$ cat config.mk
export PLATFORM = sky130hd
export DESIGN_NAME = shift_delay_counter
export DESIGN_NICKNAME = d
export VERILOG_FILES = /design/src/rtl/shift_delay_counter.sv
export SDC_FILE = /design/constraint.sdc
export NUM_CORES = 1
export LEC_CHECK = 0
export BUFFER_PORTS_ARGS = -buffer_cell sky130_fd_sc_hd__buf_4
export CAP_MARGIN = 20
export CELL_PAD_IN_SITES_DETAIL_PLACEMENT = 1
export CELL_PAD_IN_SITES_GLOBAL_PLACEMENT = 1
export CORE_MARGIN = 2
export CORE_UTILIZATION = 34
export CTS_CLUSTER_SIZE = 30
export DETAILED_ROUTE_END_ITERATION = 12
export GPL_ROUTABILITY_DRIVEN = 0
export PLACE_DENSITY = 0.72
export SYNTH_ARGS = -nofsm -noshare
export SYNTH_HDL_FRONTEND = slang
export SYNTH_SLANG_ARGS = --single-unit
$ cat constraint.sdc
create_clock -name clk -period 1.86 [get_ports clk]
set_input_delay 0.093 -clock clk [delete_from_list [all_inputs] [get_ports clk]]
set_output_delay 0.093 -clock clk [all_outputs]
set_load 0.005 [all_outputs]
$ cat src/rtl/shift_delay_counter.sv
// ---------------------------------------------------------------------------
// shift_delay_counter
//
// Sits after the 4-cycle shift-enable FSM in the timer path. While shift_ena
// is high, a 4-bit delay value is shifted in serially, MSB first. When
// shift_ena drops, the block counts down for (delay+1)*CYCLES_PER_UNIT clock
// cycles with counting asserted. It then raises done and holds it until the
// user acknowledges with ack.
//
// Parameters:
//   CYCLES_PER_UNIT  clock cycles per delay unit (>= 1)
//
// Ports:
//   clk        in   rising-edge clock
//   reset      in   asynchronous reset, active low
//   shift_ena  in   while high, data is shifted into the delay register
//   data       in   serial delay bit, MSB first
//   ack        in   user acknowledge, honoured only in DONE
//   count      out  [3:0] delay register (shifted value / remaining units)
//   counting   out  high exactly while counting down
//   done       out  high exactly while waiting for ack
// ---------------------------------------------------------------------------
module shift_delay_counter #(
   parameter int CYCLES_PER_UNIT = 1000
) (
   input  logic       clk,
   input  logic       reset,
   input  logic       shift_ena,
   input  logic       data,
   input  logic       ack,
   output logic [3:0] count,
   output logic       counting,
   output logic       done
);

   // The unit counter needs at least one bit, even when one cycle per unit
   // makes $clog2 return zero.
   localparam int UW = (CYCLES_PER_UNIT > 1) ? $clog2(CYCLES_PER_UNIT) : 1;
   localparam logic [UW-1:0] UNIT_RELOAD = UW'(CYCLES_PER_UNIT - 1);

   typedef enum logic [1:0] {
      IDLE  = 2'd0,
      SHIFT = 2'd1,
      COUNT = 2'd2,
      DONE  = 2'd3
   } state_t;

   state_t        state;
   state_t        state_next;
   logic [3:0]    delay;
   logic [3:0]    delay_next;
   logic [UW-1:0] unit;
   logic [UW-1:0] unit_next;

   // State, delay and unit registers. Reset is asynchronous so the outputs
   // drop as soon as reset goes low, without waiting for a clock edge.
   always_ff @(posedge clk or negedge reset) begin
      if (!reset) begin
         state <= IDLE;
         delay <= '0;
         unit  <= '0;
      end else begin
         state <= state_next;
         delay <= delay_next;
         unit  <= unit_next;
      end
   end

   // Next-state logic. Everything holds by default. Shifting happens only in
   // IDLE and SHIFT, so shift_ena is ignored while counting or done. In DONE,
   // ack takes priority and no shift happens on that edge, even if shift_ena
   // is also high. Each delay unit lasts from a unit reload down to zero, so
   // it spans exactly CYCLES_PER_UNIT cycles. The last unit ends when both
   // counters are zero.
   always_comb begin
      state_next = state;
      delay_next = delay;
      unit_next  = unit;
      case (state)
         IDLE: begin
            if (shift_ena) begin
               delay_next = {delay[2:0], data};
               state_next = SHIFT;
            end
         end
         SHIFT: begin
            if (shift_ena) begin
               delay_next = {delay[2:0], data};
            end else begin
               state_next = COUNT;
               unit_next  = UNIT_RELOAD;
            end
         end
         COUNT: begin
            if (unit != '0) begin
               unit_next = unit - UW'(1);
            end else if (delay != 4'd0) begin
               delay_next = delay - 4'd1;
               unit_next  = UNIT_RELOAD;
            end else begin
               state_next = DONE;
            end
         end
         DONE: begin
            if (ack) begin
               state_next = IDLE;
            end
         end
         default: begin
            state_next = IDLE;
         end
      endcase
   end

   assign count    = delay;
   assign counting = (state == COUNT);
   assign done     = (state == DONE);

endmodule

**Yosys cells after proc, flatten, opt, wreduce, memory -nomap -nowiden**

Index checks and enable logic that the tools add are counted.
W data, S select, Z words.

- Word-level logic and storage cells: 39
- Input port bits: 5
- Flip-flop bits (word level): 16
- Output and inout port bits: 6

- Mux-type cells: 14
- Add/subtract/negate cells: 2
- Eq/ne operators: 11
- Reduce and logical (&&, ||, !) cells: 9

Operators with widths:

| cell | count |
|---|---|
| $mux W10 | 3 |
| $pmux W10 S2 | 1 |
| $mux W4 | 3 |
| $mux W2 | 5 |
| $ne A2 B2 Y1 const B | 5 |
| $reduce_bool A10 Y1 | 1 |
| $sub A10 B1 Y10 const B | 1 |
| $pmux W2 S4 | 1 |
| $pmux W4 S2 | 1 |
| $reduce_and A5 Y1 | 1 |
| $eq A2 B2 Y1 const B | 2 |
| $ne A2 B1 Y1 const B | 2 |
| $reduce_and A4 Y1 | 1 |
| $reduce_bool A2 Y1 | 2 |
| $reduce_bool A4 Y1 | 1 |
| $sub A4 B1 Y4 const B | 1 |
| $ne A3 B1 Y1 const B | 1 |
| $reduce_and A3 Y1 | 1 |
| $eq A2 B1 Y1 const B | 1 |
| $logic_not A2 Y1 | 1 |
| $reduce_or A2 Y1 | 1 |

**Logic depth before layout (Yosys ltp)**

Gate-level depths: netlist (run 1).

- Depth in word-level cells: 4
- Mapped depth: 7
- Depth with buffers taken out: 6

**Least setup slack after synthesis (run 1)**

Ideal clock, no wire load.

- Kind: register to register
- Start point: reg state[0]
- End point: reg delay[3] (netlist: count[3])
- Slack: 0.069 ns
- Cell stages (with the launch flop): 7
- Setup time: 0.128 ns
- Required time: 1.732 ns
- Arrival: 1.663 ns
- Path buffers: 0
- Period minus slack after synthesis: 1.791 ns
- Path through: dfrtp_1 inv_1 ha_1 or3b_1 a21oi_4 nand4b_1 xor2_1

- Elaborated cells between the ends (all ways): 10
- Those cells by class: eq/ne: 5; mux: 1; reduce/logical: 4

RTL lines:

| item | line | RTL |
|---|---|---|
| start: declaration | 48 | `state_t state;` |
| start signal: assignment | 63 | `state <= state_next;` |
| $eq A2 B2 Y1 * | -- |  |
| named net counting | 32 | `output logic counting,` |
| $ne A2 B1 Y1 (no line), or another cell as far along | -- |  |
| $reduce_and A4 Y1 (no line) | -- |  |
| end signal: assignment | 64 | `delay <= delay_next;` |
| end: declaration | 50 | `logic [3:0] delay;` |

The timed path passes the listed nets; every way through them passes the cells marked *.
A chain may end at the register's enable or synchronous reset.

**Worst setup path after layout (run 1)**

- Start point: reg delay[0] (netlist: count[0])
- End point: reg state[1]

- Longest elaborated chain between the ends: 3

Ends and longest elaborated chain:

| item | line | RTL |
|---|---|---|
| $reduce_bool A4 Y1 | 97 | `end else if (delay != 4'd0) begin` |
| $ne A2 B2 Y1 (no line) | -- |  |
| $reduce_and A5 Y1 (no line) | -- |  |

No other way between the ends.

==> out/summary.md, run 1 <==
Status
- **outcome** finished, final reports clean

Place
- **I/O Buffers** 10
- **HPWL after detailed placement** 2170 µm

Cells and area
- **fraction of final layout cells with drive strength greater than 1** 0.307
- **FF/Latch Area** 402 µm²
- **Area growth, synth to finish** 25.7%
- **highest-count cells in the layout ignoring fill and taps** sky130_fd_sc_hd__buf_4 (23), sky130_fd_sc_hd__dfrtp_1 (15), sky130_fd_sc_hd__inv_1 (10)
- **most frequent standard cell in the layout excluding fill and tap cells** sky130_fd_sc_hd__buf_4
- **Post-layout nets** 153
- **count of antenna diodes in the layout** 0
- **total area of multi-input combinational cells** 663 µm²
- **fill cell total of the finished layout** 374
- **final standard cell utilization of the core** 0.448

Floorplan
- **Core Footprint** 0.00305 mm²
- **full die area** 0.00367 mm²
- **height of the chip** 60.6 µm
- **Die Span X** 60.6 µm
- **starting density of the core** 0.356
- **Rows** 20
- **top-level I/O count** 11

Clocking
- **clock latency on the worst-skew pair** 0.29 ns
- **clock tree from TritonCTS** built
- **number of CTS-inserted buffers** 3
- **clock input transition at the sequential cells of the worst setup and hold paths** 0.10 ns
- **level count of the clock H-tree** 1
- **clk sinks** 16
- **maximum root-to-sink buffer count** 2
- **buffer cell driving the clock tree root** sky130_fd_sc_hd__clkbuf_4

Worst setup path
- **cells along the critical path** inv_1 -> ha_1 -> nor3b_1 -> nand4_1 -> a21o_1 -> mux2_1
- **maximum net fanout on the critical path** 5
- **peak per-stage delay on the critical path** 0.44 ns
- **start-to-end type of the worst setup path** register to register
- **CP required** 2.04 ns
- **arrival time at the worst endpoint** 1.97 ns
- **critical path's slowest cell** sky130_fd_sc_hd__dfrtp_1
- **Critical Path Sink Type** register
- **Largest delay share family, worst path** flip-flops
- **worst path bufs/invs** 1
- **Critical Path Start Type** register

Synthesis
- **sequential area share after synthesis** 0.368
- **Post-Syn Nets** 126
- **Post-synth top flop** sky130_fd_sc_hd__dfrtp_1
- **Synth Area in Simple Gates** 0.262
- **synthesized flop and latch total** 16
- **multiplexer share of the synthesized area** 0.0380
- **Post-Synth XOR/XNOR Area** 0.00806
- **synthesized area per cell** 9.45 µm²
- **gate count after technology mapping** 115
- **share of async-settable or async-resettable flops after synthesis** 1.00
- **Synth Cell Area** 0.00109 mm²
- **post-synthesis compound-gate area fraction** 0.207
- **Synth cell types** 40
- **Synth Warn #** 0
- **dominant combinational cell family by area after synthesis** simple AND/OR/NAND/NOR gates
- **post-synthesis adder-cell area fraction** 0.0690
- **EDFF count, synth** 0

Timing
- **highest clock rate** 561 MHz
- **final number of hold-violating endpoints** 0
- **number of pins with negative max-slew slack in the final report** 0
- **transition time of the tightest slew-check pin** 0.402 ns
- **final clock period utilization by the worst path** 0.958
- **final count of negative-setup-slack endpoints** 0
- **Tmin final** 1.78 ns
- **post-route clock skew** 0.0141 ns
- **remaining max-slew budget at the tightest pin** 0.730

GRT
- **global-route wire length before repair** 4710 µm
- **initial antenna violation count** 0
- **maximum number of pins on one net before global-route repair** 17
- **vias in the first global route** 958
- **combined global-route utilization of all metal layers** 0.170
- **Overflow after GRT** 0

Pwr
- **Power Total** 2.02 mW
- **clock power share** 0.092
- **Sw Ratio** 0.443
- **worst vdd rail ir drop** 600 µV
- **Internal Pwr Total** 1.13 mW
- **Combinational Power Share** 0.617
- **Switching Power** 0.897 mW
- **sequential cell fraction of total power** 0.292
- **Leak Pwr** 0.564 nW
- **ratio of total power to cell area** 1480 mW/mm²

Detailed routing
- **total wire length** 2900 µm
- **Routed wire per std cell** 15.8 µm
- **Vias per Instance** 5.39
- **Initial DRT Pass Iterations** 4
- **antenna violation net count after detailed routing** 0
- **number of vias after detailed routing** 991
- **first-iteration detailed-routing DRC count** 28
- **DRC violation count after routing** 0

Run
- **max_cap viols** 0

Worst hold path
- **class of the tightest hold or removal check** input pin to register

==> sequential cells by signal (all words and copies together), names as in the netlist <==
signal and count:
state 2, count 4, unit 10
==> cell usage after synthesis, types with 2 or more instances <==
| cell | n | area (µm²) |
|---|---|---|
| sky130_fd_sc_hd__a21o_1 | 3 | 22.5 |
| sky130_fd_sc_hd__mux2i_1 | 3 | 30.0 |
| sky130_fd_sc_hd__and3_1 | 2 | 12.5 |
| sky130_fd_sc_hd__or3_1 | 3 | 18.8 |
| sky130_fd_sc_hd__nor3_1 | 6 | 30.0 |
| sky130_fd_sc_hd__o221a_1 | 2 | 22.5 |
| sky130_fd_sc_hd__nand3_1 | 6 | 30.0 |
| sky130_fd_sc_hd__buf_2 | 2 | 10.0 |
| sky130_fd_sc_hd__o22ai_1 | 3 | 18.8 |
| sky130_fd_sc_hd__nand4_1 | 3 | 18.8 |
| sky130_fd_sc_hd__nand4b_1 | 2 | 17.5 |
| sky130_fd_sc_hd__or3b_1 | 2 | 17.5 |
| sky130_fd_sc_hd__a2bb2oi_1 | 2 | 17.5 |
| sky130_fd_sc_hd__o211ai_1 | 2 | 15.0 |
| sky130_fd_sc_hd__ha_1 | 6 | 75.1 |
| sky130_fd_sc_hd__nor3_2 | 2 | 20.0 |
| sky130_fd_sc_hd__nor2_1 | 5 | 18.8 |
| sky130_fd_sc_hd__nand2_1 | 8 | 30.0 |
| sky130_fd_sc_hd__a21oi_1 | 6 | 30.0 |
| sky130_fd_sc_hd__dfrtp_1 | 16 | 400 |
| sky130_fd_sc_hd__inv_1 | 11 | 41.3 |
| sky130_fd_sc_hd__o21ai_0 | 2 | 10.0 |
==> power by group through the flow <==
stage	combinational (mW)	sequential, mW	clock, mW
2_1_floorplan	0.739	0.566	0
6_report	1.25	0.590	0.185
4_1_cts	1.17	0.582	0.195
3_5_place_dp	1.17	0.589	0
5_1_grt	1.39	0.608	0.206
3_3_place_gp	1.14	0.580	0
==> timing repair <==
action / 4_1_cts / 5_1_grt
resized for setup: 0 / 9
hold buffers: 1 / 0
hold endpoints to repair: 16 / 0
buffers inserted: 0 / 6
endpoints found under the setup margin: 0 / 13
==> final cells by class <==
type / count / share of cell area
multi-input combinational: 86 / 0.485
timing repair buffer: 24 / 0.134
sequential: 16 / 0.294
inverter: 11 / 0.0302
tap: 44 / 0.0403
clock buffer: 3 / 0.0165
==> through the flow <==
step	setup TNS, ns	cell area [µm²]	instances	hold slack [ns]	worst slack [ns]
3_5_place_dp	0	1260	174	-0.0307	0.0126
5_1_grt	-0.00638	1370	184	0.122	-0.00638
2_1_floorplan	0	1090	115	-0.203	0.0693
4_1_cts	0	1290	178	0.121	0.00549
6_report	0	1370	184	0.116	0.0781
3_3_place_gp	0	1260	174	-0.0310	0.0677
==> final timing paths <==
check                           startpoint  endpoint  slack, ns  cells past startpoint
max in group asynchronous            reset   unit[1]       1.45                      2
worst max-delay path              count[0]  state[1]       0.08                      6
min in group asynchronous            reset   unit[9]       0.19                      2
worst max register to register    count[0]  state[1]       0.08                      6
worst min register to register    state[1]  state[1]       0.57                      1
worst min-delay path                  data  count[0]       0.12                      3
==> logic make-up (layout without fill, tap and decap cells) <==
family          after synthesis  after routing
compound gates               30             30
xor+xnor                      1              1
fa+ha+maj                     6              6
buf+inv                      13             38
flops                        16             16
mux                           4              4
simple gates                 45             45
==> worst min-delay path, cell delays in order <==
cell,delay (ns)
sky130_fd_sc_hd__buf_4,0.08
sky130_fd_sc_hd__o22ai_1,0.06
sky130_fd_sc_hd__a21oi_1,0.14
==> per-layer routing <==
layer | track usage | up-vias | wire length, µm
met4 | 0.0280 | 0 | 28
met2 | 0.270 | 16 | 1380
met3 | 0.0448 | 4 | 97
met1 | 0.240 | 486 | 1390
li1 | - | 485 | -
met5 | 0 | - | 0
Note: power is estimated with default switching activity, not from simulation.
==> inputs of run 2 (changes only) <==
--- a/config.mk
+++ b/config.mk
@@ -5,6 +5,7 @@
 export SDC_FILE = /design/constraint.sdc
 export NUM_CORES = 1
 export LEC_CHECK = 0
+export ABC_AREA = 1
 export BUFFER_PORTS_ARGS = -buffer_cell sky130_fd_sc_hd__buf_4
 export CAP_MARGIN = 20
 export CELL_PAD_IN_SITES_DETAIL_PLACEMENT = 1
@@ -14,7 +15,7 @@
 export CTS_CLUSTER_SIZE = 30
 export DETAILED_ROUTE_END_ITERATION = 12
 export GPL_ROUTABILITY_DRIVEN = 0
-export PLACE_DENSITY = 0.72
+export PLACE_DENSITY = 0.74
 export SYNTH_ARGS = -nofsm -noshare
 export SYNTH_HDL_FRONTEND = slang
 export SYNTH_SLANG_ARGS = --single-unit
==> run 2 against run 1 <==
  * Synthesized area grew 9.6%
  * Die area increased by 8.9%
  * Critical endpoint is now unit[5]
  * Sequential cell count did not move
  * Hold slack improved by 0.016 ns
  * Register-to-register slack better by 0.11 ns
==> out/summary.md, run 2 <==
Pwr
- **worst vdd rail ir drop** 991 µV
- **ratio of total power to cell area** 1820 mW/mm²
- **Leak Pwr** 0.699 nW

Clocking
- **clock input transition at the sequential cells of the worst setup and hold paths** 0.10 ns
- **maximum root-to-sink buffer count** 2
- **level count of the clock H-tree** 1
- **clock latency on the worst-skew pair** 0.30 ns
- **buffer cell driving the clock tree root** sky130_fd_sc_hd__clkbuf_4
- **clk sinks** 16
- **clock tree from TritonCTS** built
- **number of CTS-inserted buffers** 3

Worst setup path
- **cells along the critical path** inv_1 -> ha_2 -> nand3_1 -> nor2_2 -> nand3_4 -> nand2_8 -> inv_6 -> o21ai_0 -> nand2_1
- **CP required** 2.05 ns
- **Critical Path Sink Type** register
- **critical path's slowest cell** sky130_fd_sc_hd__dfrtp_1
- **peak per-stage delay on the critical path** 0.42 ns
- **arrival time at the worst endpoint** 1.87 ns
- **start-to-end type of the worst setup path** register to register
- **Critical Path Start Type** register
- **maximum net fanout on the critical path** 9
- **depth of the most critical reg-to-reg path** 9

Synthesis
- **Synth cell types** 25
- **synthesized flop and latch total** 16
- **EDFF count, synth** 0
- **top post-synthesis cells by count** sky130_fd_sc_hd__nand2_1 (43), sky130_fd_sc_hd__inv_1 (22), sky130_fd_sc_hd__dfrtp_1 (16), sky130_fd_sc_hd__nand3_1 (16)
- **gate count after technology mapping** 159
- **Synth Warn #** 0
- **share of async-settable or async-resettable flops after synthesis** 1.00
- **Post-Syn Nets** 170
- **Post-synth top flop** sky130_fd_sc_hd__dfrtp_1
- **Synth Cell Area** 0.00119 mm²
- **count leader, synth** sky130_fd_sc_hd__nand2_1
- **synthesized area per cell** 7.49 µm²
- **cell type contributing the most total cell area after synthesis** sky130_fd_sc_hd__dfrtp_1
- **top cells by area, synth** sky130_fd_sc_hd__dfrtp_1 (34%), sky130_fd_sc_hd__nand2_1 (14%), sky130_fd_sc_hd__inv_1 (6.9%), sky130_fd_sc_hd__nand3_1 (6.7%), sky130_fd_sc_hd__ha_1 (6.3%)
- **sequential area share after synthesis** 0.336
- **share of Yosys cell area claimed by the top area cell type** 0.336

Timing
- **Tmin final** 1.67 ns
- **post-route clock skew** 0.000785 ns
- **setup total negative slack** 0 ns
- **transition time of the tightest slew-check pin** 0.473 ns
- **final count of negative-setup-slack endpoints** 0
- **highest clock rate** 598 MHz
- **remaining max-slew budget at the tightest pin** 0.684
- **final clock period utilization by the worst path** 0.900
- **final number of hold-violating endpoints** 0
- **min setup slack post-route** 0.186 ns
- **number of pins with negative max-slew slack in the final report** 0
- **RSZ-0062 raised after global routing** false

Cells and area
- **register with the most flip-flops** unit
- **Largest register FFs** 10
- **fraction of final layout cells with drive strength greater than 1** 0.197
- **highest-count cells in the layout ignoring fill and taps** sky130_fd_sc_hd__nand2_1 (43), sky130_fd_sc_hd__inv_1 (22), sky130_fd_sc_hd__nand3_1 (16), sky130_fd_sc_hd__dfrtp_1 (16)
- **Post-layout nets** 185
- **fill cell total of the finished layout** 454
- **count of antenna diodes in the layout** 0
- **Area growth, synth to finish** 14.6%
- **final standard cell utilization of the core** 0.406
- **most frequent standard cell in the layout excluding fill and tap cells** sky130_fd_sc_hd__nand2_1
- **cell area after layout** 0.00137 mm²

Floorplan
- **height of the chip** 63.2 µm
- **Rows** 21
- **Die Span X** 63.2 µm
- **starting density of the core** 0.354
- **top-level I/O count** 11
- **full die area** 0.00399 mm²
- **Core Footprint** 0.00336 mm²

GRT
- **initial antenna violation count** 0
- **vias in the first global route** 1084
- **global-route wire length before repair** 4950 µm
- **combined global-route utilization of all metal layers** 0.157
- **Overflow after GRT** 0
- **maximum number of pins on one net before global-route repair** 17

Detailed routing
- **Routed wire per std cell** 12.9 µm
- **first-iteration detailed-routing DRC count** 46
- **antenna violation net count after detailed routing** 0
- **total wire length** 2830 µm
- **Vias per Instance** 4.91
- **number of vias after detailed routing** 1076
- **Initial DRT Pass Iterations** 4
- **DRC violation count after routing** 0

Place
- **post-detailed-placement cell area** 0.00132 mm²
- **worst setup slack before clock tree synthesis** 0.116 ns
- **HPWL after detailed placement** 2240 µm
- **I/O Buffers** 10

Status
- **outcome** finished, final reports clean

Run
- **max_cap viols** 0

Worst hold path
- **Worst Hold Depth** 5
- **class of the tightest hold or removal check** input pin to register

run 2: worst max-delay path, delay by kind of cell, from the launching register on:
kind            cells  cell delay (ns)
buf+inv             2             0.18
flops               1             0.42
fa+ha+maj           1             0.25
simple gates        5             0.63
compound gates      1             0.08
run 2: final cells by class:
type | count | area (µm²) | area share
flip-flops and latches | 16 | 400 | 0.293
clock buffers | 4 | 36.3 | 0.0266
inverters | 23 | 91.3 | 0.0669
well taps | 46 | 57.6 | 0.0422
repair buffers | 12 | 92.6 | 0.0678
multi-input cells | 118 | 687 | 0.503
run 2: through the flow:
stage | total power, mW | cells | hold slack [ns]
finish | 2.48 | 219 | 0.132
global route | 2.74 | 219 | 0.143
CTS | 2.51 | 219 | 0.134
detailed placement | 2.26 | 214 | -0.0245
global placement | 2.18 | 214 | -0.0271
floorplan | 1.85 | 159 | -0.203
run 2: final timing paths:
check,startpoint,end,slack [ns]
max,state[0],unit[5],0.19
min,data,count[0],0.13
max reg2reg,state[0],unit[5],0.19
min reg2reg,unit[9],unit[9],0.49
max in group asynchronous,reset,count[1],1.48
min in group asynchronous,reset,unit[7],0.19
run 2: cells by family after synthesis:
logic type	synth area share
flops	0.336
buf+inv	0.0893
xor+xnor	0.0147
compound gates	0.113
fa+ha+maj	0.0630
simple gates	0.383
run 2: where the power goes:
part / internal, mW / total [mW] / switching, mW
clock: 0.119 / 0.246 / 0.126
sequential: 0.506 / 0.675 / 0.169
combinational: 0.579 / 1.56 / 0.978
run 2: repair_timing:
action,in CTS,in global routing
setup buffers,0,0
endpoints found under the setup margin,0,2
hold buffers,1,0
hold endpoints to repair,16,0
resized for setup,0,1
run 2: routing by layer:
metal  wire, µm  GRT usage
met4         26     0.0435
met2       1540      0.301
met1       1190      0.173
met5          0          0
met3         76     0.0357
